[config.mk]
export PLATFORM = sky130hd
export DESIGN_NAME = inv_key_expansion_flat
export DESIGN_NICKNAME = d
export VERILOG_FILES = /design/src/rtl/inv_key_expansion_if.sv /design/src/rtl/inv_key_expansion.sv /design/src/flat_wrapper.sv
export SDC_FILE = /design/constraint.sdc
export NUM_CORES = 1
export LEC_CHECK = 0
export CAP_MARGIN = 40
export CORE_ASPECT_RATIO = 1.4
export CORE_MARGIN = 8
export CORE_UTILIZATION = 40
export DETAILED_ROUTE_END_ITERATION = 8
export SETUP_SLACK_MARGIN = 0.1
export SYNTH_ARGS = -nofsm -noshare
export SYNTH_HDL_FRONTEND = slang
export SYNTH_SLANG_ARGS = --single-unit
[constraint.sdc]
create_clock -name clk -period 3.4 [get_ports clk]
set_input_delay 0.34 -clock clk [delete_from_list [all_inputs] [get_ports clk]]
set_output_delay 0.34 -clock clk [all_outputs]
set_load 0.01 [all_outputs]
[src/rtl/inv_key_expansion_if.sv]
// Handshake and data bundle between a round-key consumer and inv_key_expansion.
// The key loader and consumer side uses master; the key scheduler uses slave.
interface inv_key_expansion_if #(
  parameter int DATA_WIDTH = 32
);
  logic                  start_in;
  logic [DATA_WIDTH-1:0] key_in_0;
  logic [DATA_WIDTH-1:0] key_in_1;
  logic [DATA_WIDTH-1:0] key_in_2;
  logic [DATA_WIDTH-1:0] key_in_3;
  logic                  rk_ready_in;
  logic                  rk_valid_out;
  logic [3:0]            rk_round_out;
  logic [DATA_WIDTH-1:0] rk_out_0;
  logic [DATA_WIDTH-1:0] rk_out_1;
  logic [DATA_WIDTH-1:0] rk_out_2;
  logic [DATA_WIDTH-1:0] rk_out_3;
  logic                  busy_out;
  logic                  done_out;

  modport master (
    output start_in, key_in_0, key_in_1, key_in_2, key_in_3, rk_ready_in,
    input  rk_valid_out, rk_round_out, rk_out_0, rk_out_1, rk_out_2, rk_out_3,
           busy_out, done_out
  );

  modport slave (
    input  start_in, key_in_0, key_in_1, key_in_2, key_in_3, rk_ready_in,
    output rk_valid_out, rk_round_out, rk_out_0, rk_out_1, rk_out_2, rk_out_3,
           busy_out, done_out
  );
endinterface

[src/rtl/inv_key_expansion.sv]
// AES-128 inverse key schedule: starting from the round-10 key, presents round
// keys 10 down to 0, one per ready/valid handshake, stepping the schedule backwards.
module inv_key_expansion #(
  parameter int DATA_WIDTH = 32
) (
  input logic                 clk,
  input logic                 rst_n,
  inv_key_expansion_if.slave  bus
);

  localparam int NB = DATA_WIDTH / 8;

  // FIPS-197 forward S-box; entry 0x00 sits in the most significant byte.
  localparam logic [2047:0] SBOX = {
    128'h637c777bf26b6fc53001672bfed7ab76, 128'hca82c97dfa5947f0add4a2af9ca472c0,
    128'hb7fd9326363ff7cc34a5e5f171d83115, 128'h04c723c31896059a071280e2eb27b275,
    128'h09832c1a1b6e5aa0523bd6b329e32f84, 128'h53d100ed20fcb15b6acbbe394a4c58cf,
    128'hd0efaafb434d338545f9027f503c9fa8, 128'h51a3408f929d38f5bcb6da2110fff3d2,
    128'hcd0c13ec5f974417c4a77e3d645d1973, 128'h60814fdc222a908846eeb814de5e0bdb,
    128'he0323a0a4906245cc2d3ac629195e479, 128'he7c8376d8dd54ea96c56f4ea657aae08,
    128'hba78252e1ca6b4c6e8dd741f4bbd8b8a, 128'h703eb5664803f60e613557b986c11d9e,
    128'he1f8981169d98e949b1e87e9ce5528df, 128'h8ca1890dbfe6426841992d0fb054bb16
  };

  typedef enum logic [1:0] {IDLE, EMIT, DONE} state_t;

  state_t                r_state;
  logic [DATA_WIDTH-1:0] r_w0, r_w1, r_w2, r_w3;
  logic [3:0]            r_cnt;
  logic                  r_valid;
  logic                  r_busy;
  logic                  r_done;

  logic [DATA_WIDTH-1:0] w_n0, w_n1, w_n2, w_n3;
  logic [DATA_WIDTH-1:0] w_rot;
  logic [DATA_WIDTH-1:0] w_sub;

  function automatic logic [7:0] sbox(input logic [7:0] b);
    sbox = SBOX[{~b, 3'b000} +: 8];
  endfunction

  function automatic logic [7:0] rcon(input logic [3:0] r);
    case (r)
      4'd1:    rcon = 8'h01;
      4'd2:    rcon = 8'h02;
      4'd3:    rcon = 8'h04;
      4'd4:    rcon = 8'h08;
      4'd5:    rcon = 8'h10;
      4'd6:    rcon = 8'h20;
      4'd7:    rcon = 8'h40;
      4'd8:    rcon = 8'h80;
      4'd9:    rcon = 8'h1b;
      4'd10:   rcon = 8'h36;
      default: rcon = 8'h00;
    endcase
  endfunction

  // Previous round key, derived purely from the registered words and counter.
  always_comb begin
    w_n3  = r_w3 ^ r_w2;
    w_n2  = r_w2 ^ r_w1;
    w_n1  = r_w1 ^ r_w0;
    w_rot = {w_n3[DATA_WIDTH-9:0], w_n3[DATA_WIDTH-1 -: 8]};
    w_sub = '0;
    for (int i = 0; i < NB; i++) begin
      w_sub[8*i +: 8] = sbox(w_rot[8*i +: 8]);
    end
    w_n0  = r_w0 ^ w_sub ^ {rcon(r_cnt), {(DATA_WIDTH-8){1'b0}}};
  end

  always_ff @(posedge clk) begin
    if (!rst_n) begin
      r_state <= IDLE;
      r_w0    <= '0;
      r_w1    <= '0;
      r_w2    <= '0;
      r_w3    <= '0;
      r_cnt   <= 4'd0;
      r_valid <= 1'b0;
      r_busy  <= 1'b0;
      r_done  <= 1'b0;
    end else begin
      case (r_state)
        IDLE: begin
          if (bus.start_in) begin
            r_w0    <= bus.key_in_0;
            r_w1    <= bus.key_in_1;
            r_w2    <= bus.key_in_2;
            r_w3    <= bus.key_in_3;
            r_cnt   <= 4'd10;
            r_valid <= 1'b1;
            r_busy  <= 1'b1;
            r_state <= EMIT;
          end
        end
        EMIT: begin
          if (bus.rk_ready_in) begin
            if (r_cnt != 4'd0) begin
              r_w0  <= w_n0;
              r_w1  <= w_n1;
              r_w2  <= w_n2;
              r_w3  <= w_n3;
              r_cnt <= r_cnt - 4'd1;
            end else begin
              r_valid <= 1'b0;
              r_done  <= 1'b1;
              r_state <= DONE;
            end
          end
        end
        DONE: begin
          r_done  <= 1'b0;
          r_busy  <= 1'b0;
          r_state <= IDLE;
        end
        default: begin
          r_valid <= 1'b0;
          r_busy  <= 1'b0;
          r_done  <= 1'b0;
          r_state <= IDLE;
        end
      endcase
    end
  end

  assign bus.rk_valid_out = r_valid;
  assign bus.rk_round_out = r_cnt;
  assign bus.rk_out_0     = r_w0;
  assign bus.rk_out_1     = r_w1;
  assign bus.rk_out_2     = r_w2;
  assign bus.rk_out_3     = r_w3;
  assign bus.busy_out     = r_busy;
  assign bus.done_out     = r_done;

endmodule
[src/flat_wrapper.sv]
// flat-port wrapper written by rule: the top's interface ports become plain ports
module inv_key_expansion_flat 
#(
  parameter int DATA_WIDTH = 32
)
  (clk, rst_n, bus_start_in, bus_key_in_0, bus_key_in_1, bus_key_in_2, bus_key_in_3, bus_rk_ready_in, bus_rk_valid_out, bus_rk_round_out, bus_rk_out_0, bus_rk_out_1, bus_rk_out_2, bus_rk_out_3, bus_busy_out, bus_done_out);
  inv_key_expansion_if #(.DATA_WIDTH(DATA_WIDTH)) bus_i ();
  input logic clk;
  input logic rst_n;
  input wire logic [$bits(bus_i.start_in)-1:0] bus_start_in;
  input wire logic [$bits(bus_i.key_in_0)-1:0] bus_key_in_0;
  input wire logic [$bits(bus_i.key_in_1)-1:0] bus_key_in_1;
  input wire logic [$bits(bus_i.key_in_2)-1:0] bus_key_in_2;
  input wire logic [$bits(bus_i.key_in_3)-1:0] bus_key_in_3;
  input wire logic [$bits(bus_i.rk_ready_in)-1:0] bus_rk_ready_in;
  output wire logic [$bits(bus_i.rk_valid_out)-1:0] bus_rk_valid_out;
  output wire logic [$bits(bus_i.rk_round_out)-1:0] bus_rk_round_out;
  output wire logic [$bits(bus_i.rk_out_0)-1:0] bus_rk_out_0;
  output wire logic [$bits(bus_i.rk_out_1)-1:0] bus_rk_out_1;
  output wire logic [$bits(bus_i.rk_out_2)-1:0] bus_rk_out_2;
  output wire logic [$bits(bus_i.rk_out_3)-1:0] bus_rk_out_3;
  output wire logic [$bits(bus_i.busy_out)-1:0] bus_busy_out;
  output wire logic [$bits(bus_i.done_out)-1:0] bus_done_out;
  assign bus_i.start_in = bus_start_in;
  assign bus_i.key_in_0 = bus_key_in_0;
  assign bus_i.key_in_1 = bus_key_in_1;
  assign bus_i.key_in_2 = bus_key_in_2;
  assign bus_i.key_in_3 = bus_key_in_3;
  assign bus_i.rk_ready_in = bus_rk_ready_in;
  assign bus_rk_valid_out = bus_i.rk_valid_out;
  assign bus_rk_round_out = bus_i.rk_round_out;
  assign bus_rk_out_0 = bus_i.rk_out_0;
  assign bus_rk_out_1 = bus_i.rk_out_1;
  assign bus_rk_out_2 = bus_i.rk_out_2;
  assign bus_rk_out_3 = bus_i.rk_out_3;
  assign bus_busy_out = bus_i.busy_out;
  assign bus_done_out = bus_i.done_out;
  inv_key_expansion #(.DATA_WIDTH(DATA_WIDTH)) u_core (.clk(clk), .rst_n(rst_n), .bus(bus_i));
endmodule
### Word level (Yosys, flattened, before mapping)

Memory sizes are Yosys's and may differ from the RTL's. A register that Yosys moved wholly into a read port is not among the register bits.
Cells that the tools add are included.

| cells by class | value |
|---|---|
| add/sub/neg operators | 1 |
| equality and inequality tests | 6 |
| shift operators | 4 |
| muxes and demuxes | 34 |
| bitwise operators | 12 |
| reduce and logical (&&, ||, !) cells | 8 |

Operator list:

| cell | number |
|---|---|
| variable part select 2048 x 12 -> 8 bit (first input constant) | 4 |
| 2-to-1 mux 32 bit | 12 |
| one-hot mux 32 bit (2 select lines) | 4 |
| bitwise XOR 32 bit | 5 |
| NOT 8 bit | 4 |
| 2-to-1 mux 4 bit | 5 |
| one-hot mux 4 bit (2 select lines) | 1 |
| AND reduction 4 bit | 2 |
| 2-to-1 mux 2 bit | 3 |
| != test 2 bit (second input constant) | 3 |
| AND reduction 3 bit | 2 |
| 2-to-1 mux 1 bit | 5 |
| one-hot mux 1 bit (2 select lines) | 2 |
| one-hot mux 2 bit (2 select lines) | 1 |
| nonzero test 4 bit | 1 |
| subtractor 4 x 1 -> 4 bit (second input constant) | 1 |
| NOT 1 bit | 3 |
| one-hot mux 1 bit (3 select lines) | 1 |
| equality test 2 x 1 -> 1 bit (second input constant) | 1 |
| equality test 2 bit (second input constant) | 1 |
| logical NOT 2 bit | 1 |
| != test 2 x 1 -> 1 bit (second input constant) | 1 |
| AND reduction 2 bit | 1 |
| nonzero test 2 bit | 1 |

| word-level totals | value |
|---|---|
| bits in registers | 137 |
| bits in read-only memories | 128 |
| input port bits | 132 |
| output and inout bits | 135 |
| word-level logic and storage cells | 75 |
| memories | 1 |

Memory list:

| name | depth | bits a word | read ports | clocked after Yosys merged registers in | wr ports | RTL line | RTL |
|---|---|---|---|---|---|---|---|
| (no name shown) | 16 | 8 | 1 | 1 | 0 | inv_key_expansion.sv:43 | `case (r)` |

### Depth between registers and ports, before layout

| depth | value |
|---|---|
| word-level depth | 8 |
| depth in mapped cells | 15 |
| mapped depth without buffers | 12 |

### Worst setup path after synthesis

Ideal clock, no wire load.

| path | value |
|---|---|
| path kind | reg-to-reg |
| from | register u_core.r_w2[17], in the netlist u_core.bus.rk_out_2[17] |
| to | register u_core.r_w0[27], in the netlist u_core.bus.rk_out_0[27] |
| setup time | 0.092 ns |
| arrival time | 3.625 ns |
| data required time | 3.308 ns |
| setup slack | -0.317 ns |
| cell stages (with the launch flop) | 15 |
| period minus slack after synthesis | 3.717 ns |
| path through | dfxtp_1 -> xor2_1 -> clkbuf_1 -> clkbuf_1 -> ha_1 -> clkbuf_1 -> inv_1 -> nor2_1 -> nor3_1 -> o31a_1 -> o221a_2 -> nor2_1 -> or4b_1 -> and3_1 -> nor4_1 |

| on the way | value |
|---|---|
| longest elaborated chain between the ends | 8 |

Ends and longest elaborated chain:

| item | RTL line | RTL |
|---|---|---|
| start: declaration | inv_key_expansion.sv:28 | `logic [DATA_WIDTH-1:0] r_w0, r_w1, r_w2, r_w3;` |
| start signal: assignment | inv_key_expansion.sv:88 | `r_w2 <= bus.key_in_2;` |
| start signal: assignment | inv_key_expansion.sv:101 | `r_w2 <= w_n2;` |
| bitwise XOR 32 bit | inv_key_expansion.sv:60 | `w_n3 = r_w3 ^ r_w2;` |
| NOT 8 bit | inv_key_expansion.sv:39 | `sbox = SBOX[{~b, 3'b000} +: 8];` |
| variable part select 2048 x 12 -> 8 bit | inv_key_expansion.sv:39 |  |
| bitwise XOR 32 bit (2 in series) | inv_key_expansion.sv:68 | `w_n0 = r_w0 ^ w_sub ^ {rcon(r_cnt), {(DATA_WIDTH-8){1'b0}}};` |
| 2-to-1 mux 32 bit | inv_key_expansion.sv:98 | `if (r_cnt != 4'd0) begin` |
| 2-to-1 mux 32 bit | inv_key_expansion.sv:97 | `if (bus.rk_ready_in) begin` |
| one-hot mux 32 bit (2 select lines) | inv_key_expansion.sv:83 | `case (r_state)` |
| end signal: assignment | inv_key_expansion.sv:86 | `r_w0 <= bus.key_in_0;` |
| end signal: assignment | inv_key_expansion.sv:99 | `r_w0 <= w_n0;` |
| end: declaration | inv_key_expansion.sv:28 |  |

Every way passes these cells. The select of a mux whose other input is x is not followed.
A chain may end at the register's enable or synchronous reset.

### Final worst setup path

| path | value |
|---|---|
| from | register u_core.r_w2[24], in the netlist u_core.bus.rk_out_2[24] |
| to | register u_core.r_w0[3], in the netlist u_core.bus.rk_out_0[3] |

Same word-level chain as after synthesis.

==> results.py <==
metrics = {
    "global_route": {
        "grt_overflow": 0,
        "grt_pass1_wl_mm": 183,
        "grt_usage_pct": 40.7,
        "grt_pass1_vias": 27900,
        "grt_max_degree": 77,
        "antenna_found_initial": 7,
    },
    "worst_setup_path": {
        "worstPathArrival_ns": 3.68,
        "crit_path_max_incr_delay_ns": 0.50,
        "cp-start-kind": "register",
        "critPathMaxFanout": 6,
        "reg2reg_to": "u_core.bus.rk_out_0[3]$_SDFFE_PN0N_",
        "worst-r2r-cell-count": 9,
        "regToRegStartpoint": "u_core.bus.rk_out_2[24]$_SDFFE_PN0N_",
        "cp_top_family": "multiplexers",
        "worstPathRequired_ns": 3.76,
        "crit_chain": "xor2_4, ha_1, nand2_1, nand3_1, nand2_1, mux4_2, mux4_2, o32a_1, o221a_1",
        "crit_buf_inv": 0,
        "setup.worst_path.end_class": "register",
        "critPathKind": "register to register",
        "slowest_stage": "mux4_2",
        "rrSetupSlack_ns": 0.08,
    },
    "logic_synthesis": {
        "yosysWarnings": 0,
        "syn_area_um2": 20400,
        "avgSynthCellArea_um2": 6.64,
        "netlist_top_cells_area": "dfxtp_1 14%, a21oi_1 7.6%, o21ai_0 6.3%",
        "synth_top_area_share_pct": 14.2,
        "ys_ff_latch": 145,
        "synthFlopType": "dfxtp_1",
        "yosysTopAreaCell": "dfxtp_1",
        "synth-edff-count": 0,
        "syn_nets": 3270,
        "syn_inst": 3073,
        "ys_seq_area_share_pct": 14.2,
        "synth_cell_types": 83,
        "async_flop_share_pct": 0,
    },
    "die": {
        "die_h_um": 283,
        "floorplan.initialDensity_pct": 40.2,
        "dieArea_um2": 58600,
        "ioPinCount": 267,
        "die-width_um": 207,
        "core_um2": 50800,
        "rows": 98,
    },
    "cts": {
        "cts_made_buffers": 17,
        "clk_pin_slew_ns": 0.08,
        "cts_root_buf": "clkbuf_16",
        "cts_max_path_buffers": 2,
        "ctsHoldBuffers": 0,
        "cts.sinks": 145,
        "cts_tree": "yes",
        "clkLatencyLatePin_ns": 0.47,
        "htreeDepth": 4,
    },
    "detailed_routing": {
        "firstDrtPassIters": 8,
        "drt-wirelength-per-cell_um": 29.9,
        "drt-total-wl_mm": 124,
        "ant_nets": 0,
        "first_iter_violations": 3900,
        "drcViolationCount": 0,
        "vias": 29700,
        "via_per_inst": 7.14,
    },
    "placed_design": {
        "dp_slack_ns": -0.0930,
        "place.detailed.hpwl_mm": 91.0,
        "gp_congestion": 1.08,
        "port_buffers": 266,
        "placedCellCount": 4107,
    },
    "timing": {
        "fmax_mhz": 301,
        "finalCritPeriodShare_pct": 97.7,
        "tightest_slew_ns": 0.940,
        "fin_ws_ns": 0.0793,
        "slew_headroom_pct": 37.0,
        "maxSlewViolCount": 0,
        "setup_violations": 0,
        "hold_violations": 0,
        "min_period_ns": 3.32,
        "skew_ns": 0.0160,
        "rsz0062_at_grt": "yes",
        "hold_slack_ns": 0.258,
    },
    "layout": {
        "layout_common_cells": "437 x buf_4, 329 x nand2_1, 304 x a21oi_1",
        "final_util_pct": 55.3,
        "fillCellCount": 4824,
        "final_common_cell": "buf_4",
        "fin_cells": 4155,
        "syn2layout_area_growth_pct": 37.7,
        "drive_above_1_share_pct": 20.4,
        "nets": 3686,
    },
    "run": {
        "maxCapViolCount": 0,
    },
    "worst_hold_path": {
        "hp-start": "rst_n",
        "hold_path_end": "u_core.bus.rk_round_out[0]$_SDFFE_PN0N_",
        "min_path_type": "input port to register",
        "whs_path_depth": 3,
    },
    "pwr": {
        "power_leakage_nw": 10.2,
        "vdd_drop_max_v": 0.000434,
        "power_density_nw_per_um2": 738,
    },
    "status": {
        "status": "completed",
    },
}
[power breakdown]
| part | internal (mW) | total [mW] | switching, mW |
|---|---|---|---|
| combinational | 6.39 | 16.3 | 9.91 |
| sequential | 1.95 | 2.39 | 0.444 |
| clock | 1.03 | 2.03 | 0.994 |
| total | 9.38 | 20.7 | 11.3 |
[worst max path at each step]
stage                                         start                              endpoint  slack (ns)  cells past startpoint
5_1_grt        u_core.bus.rk_out_2[16]$_SDFFE_PN0N_  u_core.bus.rk_out_0[24]$_SDFFE_PN0N_        0.04                     13
4_1_cts         u_core.bus.rk_out_3[9]$_SDFFE_PN0N_  u_core.bus.rk_out_0[22]$_SDFFE_PN0N_        0.07                     15
3_5_place_dp   u_core.bus.rk_out_3[16]$_SDFFE_PN0N_  u_core.bus.rk_out_0[31]$_SDFFE_PN0N_       -0.09                     12
2_1_floorplan  u_core.bus.rk_out_2[17]$_SDFFE_PN0N_  u_core.bus.rk_out_0[27]$_SDFFE_PN0N_        0.01                     14
3_3_place_gp   u_core.bus.rk_out_3[16]$_SDFFE_PN0N_  u_core.bus.rk_out_0[29]$_SDFFE_PN0N_       -0.16                     14
6_report       u_core.bus.rk_out_2[24]$_SDFFE_PN0N_   u_core.bus.rk_out_0[3]$_SDFFE_PN0N_        0.08                      9
[cell usage after synthesis, drive strengths merged, types with 18 or more instances]
| cell | instances |
|---|---|
| a21oi | 309 |
| o221ai | 25 |
| nand2b | 75 |
| o21ai | 274 |
| or3 | 30 |
| xor2 | 32 |
| clkbuf | 248 |
| mux2i | 23 |
| dfxtp | 145 |
| a211oi | 115 |
| xnor2 | 38 |
| a31oi | 70 |
| o21a | 18 |
| o31ai | 22 |
| nand3 | 163 |
| o211ai | 98 |
| nor3 | 130 |
| buf | 105 |
| o2111ai | 19 |
| o22ai | 25 |
| o311ai | 60 |
| nor2 | 249 |
| a221oi | 23 |
| mux4 | 34 |
| a311oi | 52 |
| nand2 | 335 |
| inv | 30 |
| ha | 65 |
[sequential cells by signal, indices dropped and copies added, names as in the netlist, named ones only]
register,flops
u_core.bus.done_out,1
u_core.bus.busy_out,1
u_core.bus.rk_out_3,32
u_core.r_state,2
u_core.bus.rk_round_out,4
u_core.bus.rk_valid_out,1
u_core.bus.rk_out_2,32
u_core.bus.rk_out_1,32
u_core.bus.rk_out_0,32
[per-stage QoR]
step | total power, mW | setup TNS, ns | instance area (um2)
after detailed placement | 17.4 | -0.224 | 26900
after CTS | 19.6 | 0 | 27500
after global routing | 21.4 | 0 | 28100
after global placement | 17.5 | -0.261 | 26800
after floorplan | 10.5 | 0 | 20500
final | 20.7 | 0 | 28100
[worst register-to-register path: cells and delay by family, from the launching register on]
family / cells / cell delay (ns)
AO/OA/AOI/OAI: 2 / 0.56
multiplexers: 2 / 0.99
AND/OR/NAND/NOR: 3 / 0.54
XOR/XNOR: 1 / 0.28
flip-flops: 1 / 0.40
adder cells (fa/ha/maj): 1 / 0.44
[final cells by class]
cell class / instances / area (um2) / share of cell area (%)
clock inverter: 15 / 153 / 0.543
clock buffer: 17 / 425 / 1.51
sequential: 145 / 2940 / 10.5
multi-input combinational: 2544 / 16800 / 59.8
tap: 650 / 813 / 2.90
timing repair buffer: 750 / 6820 / 24.3
antenna: 3 / 7.51 / 0.0267
inverter: 31 / 124 / 0.441
[logic make-up after synthesis]
group                    count (synthesis)  synth area share [%]
AO/OA/AOI/OAI                         1269                  41.4
buffers and inverters                  384                  7.61
multiplexers                            61                  5.17
flip-flops                             145                  14.2
XOR/XNOR                                70                  3.23
adder cells (fa/ha/maj)                 65                  3.99
AND/OR/NAND/NOR                       1079                  24.4
[layer usage]
metal	routed length (um)	global-route usage, %
met5	26	0
met1	43800	47.5
met2	55700	64.6
met3	13200	9.19
met4	11500	29.1
[what timing repair did]
item	in CTS	in global routing
setup buffers	1	11
resized for setup	17	133
setup endpoints to repair	14	30
cloned	0	1
pin swaps	3	21
Note: power is estimated with default switching activity, not from simulation.
